<file path="src/rtl/game_state_ctrl.sv">
// game_state_ctrl: per-frame game-flow controller for the invaders top level.
// Captures laser/alien and bomb/cannon collisions during the scan and owns alive matrix, score, lives and wave.
`default_nettype none

module game_state_ctrl #(
  parameter int NUM_ROWS          = 5,
  parameter int NUM_COLUMNS       = 8,
  parameter int INITIAL_LIVES     = 3,
  parameter int LIVES_WIDTH       = 2,
  parameter int SCORE_WIDTH       = 8,
  parameter int POINTS_BASE       = 1,
  parameter int POINTS_STEP       = 1,
  parameter int WAVE_WIDTH        = 4,
  parameter int HIT_HOLD_FRAMES   = 60,
  parameter int CLEAR_HOLD_FRAMES = 60
) (
  input  logic                                  clk,
  input  logic                                  reset,
  input  logic                                  vsync,
  input  logic                                  display_on,
  input  logic                                  start,
  input  logic                                  laser_gfx,
  input  logic                                  alien_pixel,
  input  logic [$clog2(NUM_ROWS)-1:0]           alien_row,
  input  logic [$clog2(NUM_COLUMNS)-1:0]        alien_col,
  input  logic                                  cannon_gfx,
  input  logic                                  bomb_gfx,
  input  logic                                  invaded,
  output logic [NUM_ROWS*NUM_COLUMNS-1:0]       alive_matrix,
  output logic                                  hit_alien,
  output logic [SCORE_WIDTH-1:0]                score,
  output logic [LIVES_WIDTH-1:0]                lives,
  output logic [WAVE_WIDTH-1:0]                 wave,
  output logic [2:0]                            state,
  output logic                                  freeze
);

  localparam int NUM_ALIENS = NUM_ROWS * NUM_COLUMNS;
  localparam int ROW_W      = $clog2(NUM_ROWS);
  localparam int IDX_W      = $clog2(NUM_ALIENS);
  localparam int HOLD_MAX   = (HIT_HOLD_FRAMES > CLEAR_HOLD_FRAMES) ? HIT_HOLD_FRAMES : CLEAR_HOLD_FRAMES;
  localparam int HOLD_W     = (HOLD_MAX > 1) ? $clog2(HOLD_MAX + 1) : 1;

  localparam logic [SCORE_WIDTH-1:0] SCORE_MAX  = '1;
  localparam logic [WAVE_WIDTH-1:0]  WAVE_MAX   = '1;
  localparam logic [NUM_ALIENS-1:0]  ALL_ALIVE  = '1;
  localparam logic [NUM_ALIENS-1:0]  ONE_ALIEN  = NUM_ALIENS'(1);
  localparam logic [HOLD_W-1:0]      HIT_LAST   = HOLD_W'(HIT_HOLD_FRAMES - 1);
  localparam logic [HOLD_W-1:0]      CLEAR_LAST = HOLD_W'(CLEAR_HOLD_FRAMES - 1);

  typedef enum logic [2:0] {
    S_IDLE       = 3'd0,
    S_PLAYING    = 3'd1,
    S_PLAYER_HIT = 3'd2,
    S_WAVE_CLEAR = 3'd3,
    S_GAME_OVER  = 3'd4
  } state_t;

  state_t             st;
  logic               vsync_q;
  logic               start_q;
  logic               kill_flag;
  logic [IDX_W-1:0]   kill_idx;
  logic [ROW_W-1:0]   kill_row;
  logic               player_hit_flag;
  logic [HOLD_W-1:0]  hold_cnt;

  logic                   tick;
  logic                   start_edge;
  logic [IDX_W-1:0]       scan_idx;
  logic                   scan_in_range;
  logic                   capture_ok;
  logic                   kill_now;
  logic                   bomb_now;
  logic [NUM_ALIENS-1:0]  alive_after;
  logic [SCORE_WIDTH:0]   score_sum;
  logic [SCORE_WIDTH-1:0] score_after;
  logic [LIVES_WIDTH-1:0] lives_dec;

  function automatic logic [SCORE_WIDTH:0] row_points(input logic [ROW_W-1:0] r);
    int p;
    p = POINTS_BASE + (NUM_ROWS - 1 - int'(r)) * POINTS_STEP;
    return (SCORE_WIDTH+1)'(p);
  endfunction

  assign tick          = vsync & ~vsync_q;
  assign start_edge    = start & ~start_q;
  assign scan_idx      = IDX_W'(int'(alien_row) * NUM_COLUMNS + int'(alien_col));
  assign scan_in_range = (int'(alien_row) < NUM_ROWS) && (int'(alien_col) < NUM_COLUMNS);
  assign capture_ok    = (st == S_PLAYING) && display_on;
  assign kill_now      = capture_ok && laser_gfx && alien_pixel && scan_in_range && alive_matrix[scan_idx];
  assign bomb_now      = capture_ok && bomb_gfx && cannon_gfx;

  assign alive_after = kill_flag ? (alive_matrix & ~(ONE_ALIEN << kill_idx)) : alive_matrix;
  assign score_sum   = {1'b0, score} + row_points(kill_row);
  assign score_after = !kill_flag ? score : (score_sum[SCORE_WIDTH] ? SCORE_MAX : score_sum[SCORE_WIDTH-1:0]);
  assign lives_dec   = lives - 1'b1;

  assign state  = st;
  assign freeze = (st != S_PLAYING);

  always_ff @(posedge clk) begin
    if (reset) begin
      st              <= S_IDLE;
      vsync_q         <= 1'b0;
      start_q         <= 1'b0;
      kill_flag       <= 1'b0;
      kill_idx        <= '0;
      kill_row        <= '0;
      player_hit_flag <= 1'b0;
      hold_cnt        <= '0;
      alive_matrix    <= ALL_ALIVE;
      hit_alien       <= 1'b0;
      score           <= '0;
      lives           <= LIVES_WIDTH'(INITIAL_LIVES);
      wave            <= '0;
    end else begin
      vsync_q <= vsync;
      start_q <= start;

      // A collision seen on the tick clk itself opens the next frame's latches.
      if (tick) begin
        kill_flag       <= kill_now;
        kill_idx        <= scan_idx;
        kill_row        <= alien_row;
        player_hit_flag <= bomb_now;
        hit_alien       <= (st == S_PLAYING) && kill_flag;
      end else begin
        if (kill_now && !kill_flag) begin
          kill_flag <= 1'b1;
          kill_idx  <= scan_idx;
          kill_row  <= alien_row;
        end
        if (bomb_now) begin
          player_hit_flag <= 1'b1;
        end
      end

      case (st)
        S_IDLE: begin
          if (start_edge) begin
            st <= S_PLAYING;
          end
        end
        S_PLAYING: begin
          if (tick) begin
            alive_matrix <= alive_after;
            score        <= score_after;
            if (invaded) begin
              lives <= '0;
              st    <= S_GAME_OVER;
            end else if (player_hit_flag) begin
              lives    <= lives_dec;
              hold_cnt <= '0;
              st       <= (lives_dec == '0) ? S_GAME_OVER : S_PLAYER_HIT;
            end else if (alive_after == '0) begin
              hold_cnt <= '0;
              st       <= S_WAVE_CLEAR;
            end
          end
        end
        S_PLAYER_HIT: begin
          if (tick) begin
            if (hold_cnt == HIT_LAST) begin
              hold_cnt <= '0;
              st       <= (alive_matrix == '0) ? S_WAVE_CLEAR : S_PLAYING;
            end else begin
              hold_cnt <= hold_cnt + 1'b1;
            end
          end
        end
        S_WAVE_CLEAR: begin
          if (tick) begin
            if (hold_cnt == CLEAR_LAST) begin
              hold_cnt     <= '0;
              alive_matrix <= ALL_ALIVE;
              wave         <= (wave == WAVE_MAX) ? wave : wave + 1'b1;
              st           <= S_PLAYING;
            end else begin
              hold_cnt <= hold_cnt + 1'b1;
            end
          end
        end
        S_GAME_OVER: begin
          if (start_edge) begin
            alive_matrix    <= ALL_ALIVE;
            score           <= '0;
            lives           <= LIVES_WIDTH'(INITIAL_LIVES);
            wave            <= '0;
            hit_alien       <= 1'b0;
            kill_flag       <= 1'b0;
            player_hit_flag <= 1'b0;
            hold_cnt        <= '0;
            st              <= S_PLAYING;
          end
        end
        default: st <= S_IDLE;
      endcase
    end
  end

endmodule

`default_nettype wire

</file>
<file path="config.mk">
export PLATFORM = sky130hd
export DESIGN_NAME = game_state_ctrl
export DESIGN_NICKNAME = d
export VERILOG_FILES = /design/src/rtl/game_state_ctrl.sv
export SDC_FILE = /design/constraint.sdc
export NUM_CORES = 1
export LEC_CHECK = 0
export CORE_MARGIN = 2
export CORE_UTILIZATION = 50
export DETAILED_ROUTE_END_ITERATION = 10
export GPL_TIMING_DRIVEN = 0
export PLACE_DENSITY = 0.79
export SLEW_MARGIN = 20
export SYNTH_ARGS = -nofsm -noshare
export SYNTH_HDL_FRONTEND = slang
export SYNTH_SLANG_ARGS = --single-unit
</file>
<file path="constraint.sdc">
create_clock -name clk -period 3.65 [get_ports clk]
set_input_delay 0.365 -clock clk [delete_from_list [all_inputs] [get_ports clk]]
set_output_delay 0.365 -clock clk [all_outputs]
set_load 0.02 [all_outputs]
</file>
After elaboration in Yosys (flattened, before gate mapping)
Index checks and enable logic that the tools add are counted.
Widths: inputs -> output; s select.
{ "totals": {"output_inout_bits": 59, "in_bits": 16, "regBits": 77, "word_cells": 135} }
{ "classes": {"muxes": 58, "n_eq_ne": 21, "n_reduce_logical": 27, "add_sub_neg": 7, "order_cmp": 2, "shift": 1, "bitwise_logic": 6} }
{ "op_table": {"columns": ["operator", "count"], "rows": [
  ["$mux 40", 5],
  ["$pmux 40 s3", 1],
  ["$logic_not 40->1", 2],
  ["$mux 6", 9],
  ["$and 40x40->40", 1],
  ["$not 40->40", 1],
  ["$shl 1x6->40 const A", 1],
  ["$mux 3", 12],
  ["$mux 8", 4],
  ["$ne 2x2->1 const B", 9],
  ["$pmux 6 s3", 1],
  ["$mux 4", 4],
  ["$pmux 8 s2", 1],
  ["$mux 1", 12],
  ["$pmux 3 s4", 1],
  ["$mux 2", 5],
  ["$reduce_and 5->1", 2],
  ["$add 8x9->9", 1],
  ["$logic_and 1x1->1", 9],
  ["$pmux 4 s2", 1],
  ["$reduce_and 4->1", 2],
  ["$lt 6x7->1 const B", 1],
  ["$reduce_and 7->1", 1],
  ["$add 6x1->6 const B", 1],
  ["other kinds (27)", 35]
]} }

Longest topological paths before layout
Gate-level depths: netlist of run 1.
{ "depth": {"ltp_word": 11, "depth_mapped": 13, "ltp_nobuf": 12} }

Worst setup path before layout of run 1
OpenSTA, ideal clock, no wires.
{ "synth_timing": {"kind": "register to register", "startpoint": "register kill_idx[3] (netlist name)", "endpoint": "register score[7]", "stages_incl_launch_ff": 13, "path_buffers": 1, "arrival_time_ns": 2.834, "required_ns": 3.524, "synth_period_minus_slack_ns": 2.960, "path_slack_ns": 0.690, "setup_ns": 0.126, "cell_sequence": "dfxtp_1 -> buf_2 -> inv_1 -> ha_1 -> xor2_1 -> fa_1 -> a21o_1 -> a21oi_1 -> o21bai_1 -> a2111o_1 -> a21o_1 -> a22oi_1 -> o21ai_0"} }
{ "synth_rtl": {"columns": ["item", "line_no", "source"], "rows": [
  ["to (signal assigned)", "148", "score <= score_after;"],
  ["to (decl)", "31", "output logic [SCORE_WIDTH-1:0] score,"]
]} }

==> impl_metrics.toml, run 1 <==
[placement]
numPortBuffers = 72
gp_congestion = 0.895
place.detailed.hpwl_mm = 8.33
pre_cts_ws_ns = 0.333

[status]
status = "complete, no violations"

[setup_path]
path_delay_family = "compound AO/OA/AOI/OAI gates"
critPathLaunch = "kill_idx[3]$_SDFFE_PP0P_"
r2r_end = "score[7]$_SDFFE_PP0P_"
cp.arrival_ns = 3.57
crit_type = "register to register"
r2r_start = "kill_idx[3]$_SDFFE_PP0P_"
crit_end = "score[7]$_SDFFE_PP0P_"
crit_buf_inv = 2
max_stage_delay_ns = 0.45
reg2reg_slack_ns = 0.32
cp-end-kind = "register"
crit_chain = "buf_2 -> inv_1 -> ha_1 -> xor2_1 -> fa_1 -> a21o_1 -> a21oi_1 -> o21bai_1 -> a2111o_1 -> a21o_1 -> a22oi_1 -> o21ai_0"
r2r_cells = 12
path_common_cell = "a21o_1"
cp.required_ns = 3.89
start_kind = "register"
critPathMaxFanout = 10
cpMaxStageDelayCell = "fa_1"
path_depth = 12

[floorplan]
initial_core_util_pct = 50.6
fp.dieH_um = 94.5
die_x_um = 94.5
core_area_sq_um = 8090
rows = 33
die-area_sq_um = 8930
pin_count = 75

[detailed_routing]
drt_wl_total_mm = 11.7
num_vias = 4158
initialDrtViolationCount = 319
vias_per_cell = 6.11
postRouteAntennaNets = 0
drc_errors = 0
dr.pass1.iters = 5
wl_per_cell_um = 17.2

[global_routing]
grt_pass1_vias = 3841
grt_pass1_wl_mm = 18.5
grt_overflow = 0
grt_usage_pct = 26.5
antenna_found_initial = 0
grt_max_degree = 14

[finish]
nets = 600
final_layout_size_suffix_gt1_share_pct = 7.83
multi_input_area_sq_um = 2440
antenna_cells = 0
areaGrowthSynthToFinish_pct = 27.2
seqCellArea_sq_um = 1480
fillers = 701

[pwr]
p_per_area_nw_per_um2 = 373
leakage_nw = 1.86
vdd_drop_max_mv = 0.338

[yosys]
yosysMostFrequentCell = "o21ai_0"
yosysSeqAreaShare_pct = 36.2
syn_area_per_cell_sq_um = 8.41
synth_top_area_share_pct = 36.2
synth_enable_flop_cells = 0
netlist_instances = 487
ys_types = 57
synth_area_leaders = "dfxtp_1 (36%), o21ai_0 (11%), mux4_2 (6.1%), nand2_1 (5.9%), ha_1 (4.0%)"
async_reset_ff_share_pct = 0
syn_area_sq_um = 4090
ys_ff_latch = 74
yosysTopAreaCell = "dfxtp_1"
synth_nets = 517
synth_warnings = 0
synth.cells.most_frequent = "o21ai_0 (88), dfxtp_1 (74), nand2_1 (64)"
ys.flop_type = "dfxtp_1"

[timing]
slew_viol_final = 0
worst_slack_ns = 0.324
finalSetupTns_ns = 0
finalHoldViolations = 0
setup_viol = 0
max_freq_mhz = 301
skew_ns = 0.0112
worstMarginPinSlew_ns = 0.926
slew_headroom_pct = 38.1
rsz0062_at_grt = "false"
fin_crit_ns = 3.33
hold_ws_ns = 0.427
min_period_over_period_pct = 91.1

[clocking]
htreeDepth = 3
cts_root_buf = "clkbuf_8"
cts_tree = "built"
clock_path_buffers = 2
clock_sinks = 74
postCtsHoldBufs = 0
post_cts_buffers = 0
clkTransAtPathRegs_ns = 0.09
clkLatencyLatePin_ns = 0.36
ctsResizeCount = 0
cts-buffers-inserted = 9

[run]
maxCapViolations = 0

[min_path]
min_path_type = "input pin to register"
## registers in the layout (all words and copies together) (netlist names)
signal / count
alive_matrix: 40
hit_alien: 1
hold_cnt: 6
kill_flag: 1
kill_idx: 6
lives: 2
player_hit_flag: 1
score: 8
start_q: 1
state: 3
vsync_q: 1
wave: 4
## cell usage in the layout, fill, tap and decap left out, drive strengths merged, types with 3 or more instances in the layout
| cell type | netlist | final |
|---|---|---|
| o21ai | 96 | 96 |
| dfxtp | 74 | 74 |
| clkdlybuf4s50 | 0 | 72 |
| nand2 | 64 | 64 |
| nor2 | 27 | 27 |
| clkbuf | 15 | 24 |
| a21oi | 23 | 23 |
| inv | 14 | 15 |
| nand4 | 14 | 14 |
| ha | 13 | 13 |
| mux2i | 11 | 11 |
| nand3 | 11 | 11 |
| mux4 | 11 | 11 |
| nor4 | 10 | 10 |
| buf | 10 | 10 |
| nor3 | 10 | 10 |
| nand2b | 9 | 9 |
| xnor2 | 7 | 7 |
| or3 | 6 | 6 |
| o31ai | 5 | 5 |
| xor2 | 4 | 4 |
| nand3b | 4 | 4 |
| a21o | 4 | 4 |
| o211ai | 4 | 4 |
| a31o | 4 | 4 |
| bufinv | 0 | 4 |
| or3b | 3 | 3 |
| nand4bb | 3 | 3 |
| clkinv | 1 | 3 |
## worst min-delay path by stage
stage | slack [ns] | end | depth (start not counted) | start
after floorplan | 0.46 | player_hit_flag$_SDFF_PP0_ | 2 | player_hit_flag$_SDFF_PP0_
after global placement | 0.47 | score[6]$_SDFFE_PP0P_ | 2 | score[6]$_SDFFE_PP0P_
after detailed placement | 0.49 | score[7]$_SDFFE_PP0P_ | 2 | score[7]$_SDFFE_PP0P_
after CTS | 0.41 | kill_idx[2]$_SDFFE_PP0P_ | 3 | alien_col[2]
after global routing | 0.45 | kill_idx[2]$_SDFFE_PP0P_ | 3 | alien_col[2]
final | 0.43 | kill_idx[2]$_SDFFE_PP0P_ | 3 | alien_col[2]
## routing by layer
layer / wire length [um] / vias up / GRT usage [%]
met5: 0 / - / 0
met4: 280 / 0 / 9.18
met3: 914 / 34 / 6.54
met2: 5640 / 193 / 44.5
met1: 4840 / 1983 / 33.3
li1: - / 1948 / -
## worst min-delay path: stages
cell and delay (ns):
buf_2 0.19, mux2i_1 0.12, nor2_1 0.08
## area by class of cell
type,instances,area share [%]
Buffer,25,2.21
Clock buffer,9,2.38
Clock inverter,7,2.67
Inverter,15,1.08
Multi-Input combinational cell,373,46.9
Sequential cell,74,28.4
Tap cell,105,2.52
Timing Repair Buffer,72,13.8
## cell families after synthesis
family                   count (synthesis)  synth area share, %
flip-flops                              74                 36.2
AO/OA/AOI/OAI                          153                 22.1
adder cells (fa/ha/maj)                 14                 4.46
buffers and inverters                   40                 4.19
XOR/XNOR                                11                 2.35
AND/OR/NAND/NOR                        172                 21.7
multiplexers                            23                 9.02
## metrics by stage
step	cell area (sq um)	cells	util, %	total power (W)
after floorplan	4090	487	-	0.00102
after global placement	4950	664	61.1	0.00110
after detailed placement	4950	664	61.1	0.00111
after CTS	5210	680	64.4	0.00195
after global routing	5210	680	64.4	0.00201
final	5210	680	64.4	0.00195
## where the power goes
part           internal (W)  switching (W)  total, W
clock network      0.000523       0.000327  0.000850
registers          0.000820     0.00000956  0.000829
logic              0.000102       0.000164  0.000265
total               0.00144       0.000500   0.00195
Power figures use the tool's default switching activity.
==> run 2, diff against run 1 <==
==> constraint.sdc (replaced) <==
create_clock -name clk -period 3.48 [get_ports clk]
set_input_delay 0.348 -clock clk [delete_from_list [all_inputs] [get_ports clk]]
set_output_delay 0.348 -clock clk [all_outputs]
set_load 0.02 [all_outputs]
==> run 2 against run 1 <==
Effect of this change: sequential cell count stayed put; highest routed layer unchanged; core utilization is 0.062 points higher; largest power group unchanged; largest cell class unchanged; sequential power is 4.9% higher.
==> impl_metrics.toml, run 2 (synthesis results as in run 1) <==
[status]
status = "complete, no violations"

[min_path]
hold_path_end = "kill_idx[2]$_SDFFE_PP0P_"
holdCritStartpoint = "alien_col[2]"
min_path_type = "input pin to register"
hold_depth = 3

[setup_path]
max_stage_delay_ns = 0.45
r2r_end = "score[7]$_SDFFE_PP0P_"
critPathLaunch = "kill_idx[3]$_SDFFE_PP0P_"
reg2reg_slack_ns = 0.22
r2r_cells = 12
start_kind = "register"
crit_chain = "buf_2 -> inv_1 -> ha_1 -> xor2_1 -> fa_1 -> a21o_1 -> a21oi_2 -> o21bai_1 -> a2111o_1 -> a21o_1 -> a22oi_1 -> o21ai_0"
cp.required_ns = 3.72
path_common_cell = "a21o_1"
r2r_start = "kill_idx[3]$_SDFFE_PP0P_"
cp.arrival_ns = 3.50
cp-end-kind = "register"
critPathMaxFanout = 10
crit_type = "register to register"
cpMaxStageDelayCell = "fa_1"

[pwr]
vdd_drop_max_mv = 0.347
p_per_area_nw_per_um2 = 391
power.total_w = 0.00204
leakage_nw = 1.86

[timing]
finalSetupTns_ns = 0
fin_crit_ns = 3.26
skew_ns = 0.0102
setup_viol = 0
finalHoldViolations = 0
slew_viol_final = 0
rsz0062_at_grt = "false"
worstMarginPinSlew_ns = 0.931
slew_headroom_pct = 37.8
min_period_over_period_pct = 93.7
max_freq_mhz = 307

[floorplan]
fp.dieH_um = 94.5
die-area_sq_um = 8930
pin_count = 75
rows = 33
initial_core_util_pct = 50.6
core_area_sq_um = 8090
die_x_um = 94.5

[global_routing]
grt_pass1_wl_mm = 18.5
grt_pass1_vias = 3841
grt_overflow = 0
grt_usage_pct = 26.5
antenna_found_initial = 0
grt_max_degree = 14

[detailed_routing]
postRouteAntennaNets = 0
wl_per_cell_um = 17.1
met3_length_mm = 1.02
drt_wl_total_mm = 11.6
dr_wl_met2_mm = 5.61
num_vias = 4157
top_layer = "met4"
initialDrtViolationCount = 305
dr.pass1.iters = 5
drc_errors = 0
met1Wirelength_mm = 4.75
vias_per_cell = 6.11

[placement]
numPortBuffers = 72
placed_cells = 664
place.detailed.hpwl_mm = 8.33
gp_congestion = 0.895

[finish]
largest_register_ffs = 40
post-route-util_pct = 64.4
areaGrowthSynthToFinish_pct = 27.4
final_layout_size_suffix_gt1_share_pct = 8.00
layout_commonest_cell = "o21ai_0"
nets = 600
top_register = "alive_matrix"
multi_input_area_sq_um = 2450
reg_top3 = "alive_matrix (40), score (8)"
finalNonFillerCells = 680
seqCellArea_sq_um = 1480
fillers = 703
layout_common_cells = "o21ai_0 (88), dfxtp_1 (74), clkdlybuf4s50_1 (72)"
antenna_cells = 0

[clocking]
clock_path_buffers = 2
cts-buffers-inserted = 9
cts_tree = "built"
htreeDepth = 3
clock_sinks = 74
clkTransAtPathRegs_ns = 0.09
cts_root_buf = "clkbuf_8"
clkLatencyLatePin_ns = 0.36

[run]
maxCapViolations = 0
run 2: where the power goes:
group	internal [W]	total, W	switching, W	leakage, nW
combinational	0.000107	0.000278	0.000172	1.13
clock	0.000549	0.000891	0.000342	0.134
sequential	0.000860	0.000870	0.0000101	0.600
total	0.00152	0.00204	0.000523	1.86
run 2: routing by layer:
layer | GRT usage, % | vias to the layer above
met1 | 33.3 | 1967
met5 | 0 | -
li1 | - | 1952
met4 | 9.18 | 0
met3 | 6.54 | 35
met2 | 44.5 | 203
run 2: worst max path at each step:
stage,depth (start not counted),end
2_1_floorplan,12,score[7]$_SDFFE_PP0P_
3_3_place_gp,9,kill_idx[1]$_SDFFE_PP0P_
3_5_place_dp,9,kill_idx[2]$_SDFFE_PP0P_
4_1_cts,12,score[4]$_SDFFE_PP0P_
5_1_grt,12,score[4]$_SDFFE_PP0P_
6_report,12,score[7]$_SDFFE_PP0P_
run 2: stage by stage:
stage	hold slack (ns)	setup WS, ns	area (sq um)
finish	0.412	0.219	5210
global route	0.429	0.0128	5210
CTS	0.398	0.168	5210
detailed placement	0.487	0.180	4950
global placement	0.473	0.272	4950
floorplan	0.462	0.520	4090
run 2: area by class of cell:
type	instances	area share (%)
buffer	25	2.21
clock buffer	9	2.38
clock inverter	7	2.66
inverter	15	1.08
multi-input combinational	373	46.9
sequential	74	28.4
tap	105	2.52
timing repair buffer	72	13.8
run 2: worst max-delay path: cells and delay by family, from the launching register on:
family	cells	cell delay (ns)
buffers and inverters	2	0.32
AO/OA/AOI/OAI	7	1.48
adder cells (fa/ha/maj)	2	0.80
XOR/XNOR	1	0.19
flip-flops	1	0.36
run 2: repair_timing:
item	in CTS	in global routing
setup endpoints to repair	0	7
hold buffers	0	0
setup buffers	0	0
resized for setup	0	2
==> run 3, diff against run 2 <==
--- a/config.mk
+++ b/config.mk
@@ -7,8 +7,8 @@
 export LEC_CHECK = 0
 export CORE_MARGIN = 2
 export CORE_UTILIZATION = 50
+export CTS_CLUSTER_SIZE = 40
 export DETAILED_ROUTE_END_ITERATION = 10
-export GPL_TIMING_DRIVEN = 0
 export PLACE_DENSITY = 0.79
 export SLEW_MARGIN = 20
 export SYNTH_ARGS = -nofsm -noshare
==> constraint.sdc (replaced) <==
create_clock -name clk -period 4.1 [get_ports clk]
set_input_delay 0.41 -clock clk [delete_from_list [all_inputs] [get_ports clk]]
set_output_delay 0.41 -clock clk [all_outputs]
set_load 0.02 [all_outputs]
==> run 3 against run 2 <==
Effect of this change: total power shrank 24%; combinational power fell by 23%; setup slack gained 0.54 ns; non-clock buffer count fell by 21.
==> impl_metrics.toml, run 3 (synthesis results as in run 1) <==
[global_routing]
grt_pass1_wl_mm = 18.7
grt_overflow = 0
grt_pass1_vias = 3724
grt_max_degree = 41
grt_usage_pct = 26.7
antenna_found_initial = 0

[detailed_routing]
drt_wl_total_mm = 11.6
num_vias = 4109
vias_per_cell = 6.24
initialDrtViolationCount = 370
dr.pass1.iters = 5
postRouteAntennaNets = 0
wl_per_cell_um = 17.5
drc_errors = 0

[placement]
gp_congestion = 0.932
place.detailed.hpwl_mm = 8.15
numPortBuffers = 74

[clocking]
cts_root_buf = "clkbuf_8"
clkLatencyLatePin_ns = 0.35
postCtsHoldBufs = 0
clock_sinks = 74
clkTransAtPathRegs_ns = 0.08
clock_path_buffers = 2
htreeDepth = 3
cts_tree = "built"
cts-buffers-inserted = 9
post_cts_buffers = 0
ctsResizeCount = 0

[pwr]
switchingPower_w = 0.000442
p_seq_share_pct = 48.9
vdd_drop_max_mv = 0.192
p_comb_share_pct = 13.9
p_clk_share_pct = 37.3
p_per_area_nw_per_um2 = 305
p_int_w = 0.00110
swShare_pct = 28.7
leakage_nw = 1.79

[timing]
slew_headroom_pct = 51.5
rsz0062_at_grt = "false"
slew_viol_final = 0
finalHoldViolations = 0
min_period_over_period_pct = 81.5
finalSetupTns_ns = 0
setup_viol = 0
worstMarginPinSlew_ns = 0.727
skew_ns = 0.0133
fin_crit_ns = 3.34
max_freq_mhz = 299

[setup_path]
max_stage_delay_ns = 0.57
critPathMaxFanout = 12
cp.required_ns = 4.33
cp-end-kind = "register"
cpMaxStageDelayCell = "dfxtp_1"
start_kind = "register"
crit_chain = "inv_1 -> ha_1 -> xor2_1 -> fa_1 -> a21o_1 -> a21oi_1 -> o21bai_1 -> a2111o_1 -> a21o_1 -> a22oi_1 -> o21ai_0"
crit_type = "register to register"
cp.arrival_ns = 3.57
r2r_cells = 11
path_common_cell = "a21o_1"

[finish]
layout_common_cells = "o21ai_0 (88), dfxtp_1 (74), clkdlybuf4s50_1 (74)"
layout_commonest_cell = "o21ai_0"
fillers = 736
antenna_cells = 0
reg_top3 = "alive_matrix (40), score (8)"
final_layout_size_suffix_gt1_share_pct = 6.68
top_register = "alive_matrix"
nets = 579
post-route-util_pct = 62.6
areaGrowthSynthToFinish_pct = 23.7
largest_register_ffs = 40

[floorplan]
core_area_sq_um = 8090
die_x_um = 94.5
fp.dieH_um = 94.5
rows = 33
pin_count = 75
initial_core_util_pct = 50.6
die-area_sq_um = 8930

[min_path]
min_path_type = "register to register"
hold_depth = 2

[status]
status = "complete, no violations"

[run]
maxCapViolations = 0
-- run 3: cell types whose count changed in the layout (fill, tap and decap cells not counted), sizes merged --
cell	delta
clkbuf	-14
buf	-8
clkinv	+2
clkdlybuf4s50	+2
bufinv	-3
-- run 3: power groups by stage --
stage	registers (W)	logic [W]	clock network [W]
after floorplan	0.000761	0.000149	0
after global placement	0.000768	0.000208	0
after detailed placement	0.000770	0.000211	0
after CTS	0.000753	0.000213	0.000576
after global routing	0.000757	0.000235	0.000608
final	0.000754	0.000214	0.000575
-- run 3: final timing paths --
check,end,start,slack (ns)
hold / removal,score[2]$_SDFFE_PP0P_,score[2]$_SDFFE_PP0P_,0.49
setup reg to reg,score[7]$_SDFFE_PP0P_,kill_idx[3]$_SDFFE_PP0P_,0.76
setup / recovery,score[7]$_SDFFE_PP0P_,kill_idx[3]$_SDFFE_PP0P_,0.76
hold reg to reg,score[2]$_SDFFE_PP0P_,score[2]$_SDFFE_PP0P_,0.49
-- run 3: area by class of cell --
cell class              count  area (sq um)  share of cell area (%)
clock buffers              10           128                    2.52
clock inverters             6          66.3                    1.31
inverters                  15          56.3                    1.11
multi-input cells         373          2440                    48.3
flip-flops and latches     74          1480                    29.3
well taps                 105           131                    2.59
repair buffers             76           756                    14.9
-- run 3: metal layers --
metal | up-vias | global-route usage, % | share of wire (%)
met5 | - | 0 | 0
met4 | 0 | 11.5 | 2.6
met3 | 29 | 4.95 | 7.8
met2 | 221 | 41.5 | 46
met1 | 1945 | 36.5 | 43
li1 | 1914 | - | -
-- run 3: stage by stage --
stage	cell area, sq um	power (W)	std cells	setup WS [ns]	hold WS [ns]
global route	5060	0.00160	659	0.457	0.523
detailed placement	4870	0.000981	643	0.613	0.480
CTS	5060	0.00154	659	0.784	0.490
global placement	4870	0.000976	643	0.689	0.474
finish	5060	0.00154	659	0.759	0.489
floorplan	4090	0.000910	487	1.14	0.462
-- run 3: critical path: cells and delay by family (launching register included) --
family / cells / cell delay [ns]
xor gates and xnor gates: 1 / 0.19
adders and majority gates: 2 / 0.82
DFF: 1 / 0.57
buffers and inverters: 1 / 0.12
AOI/OAI and AO/OA: 7 / 1.53
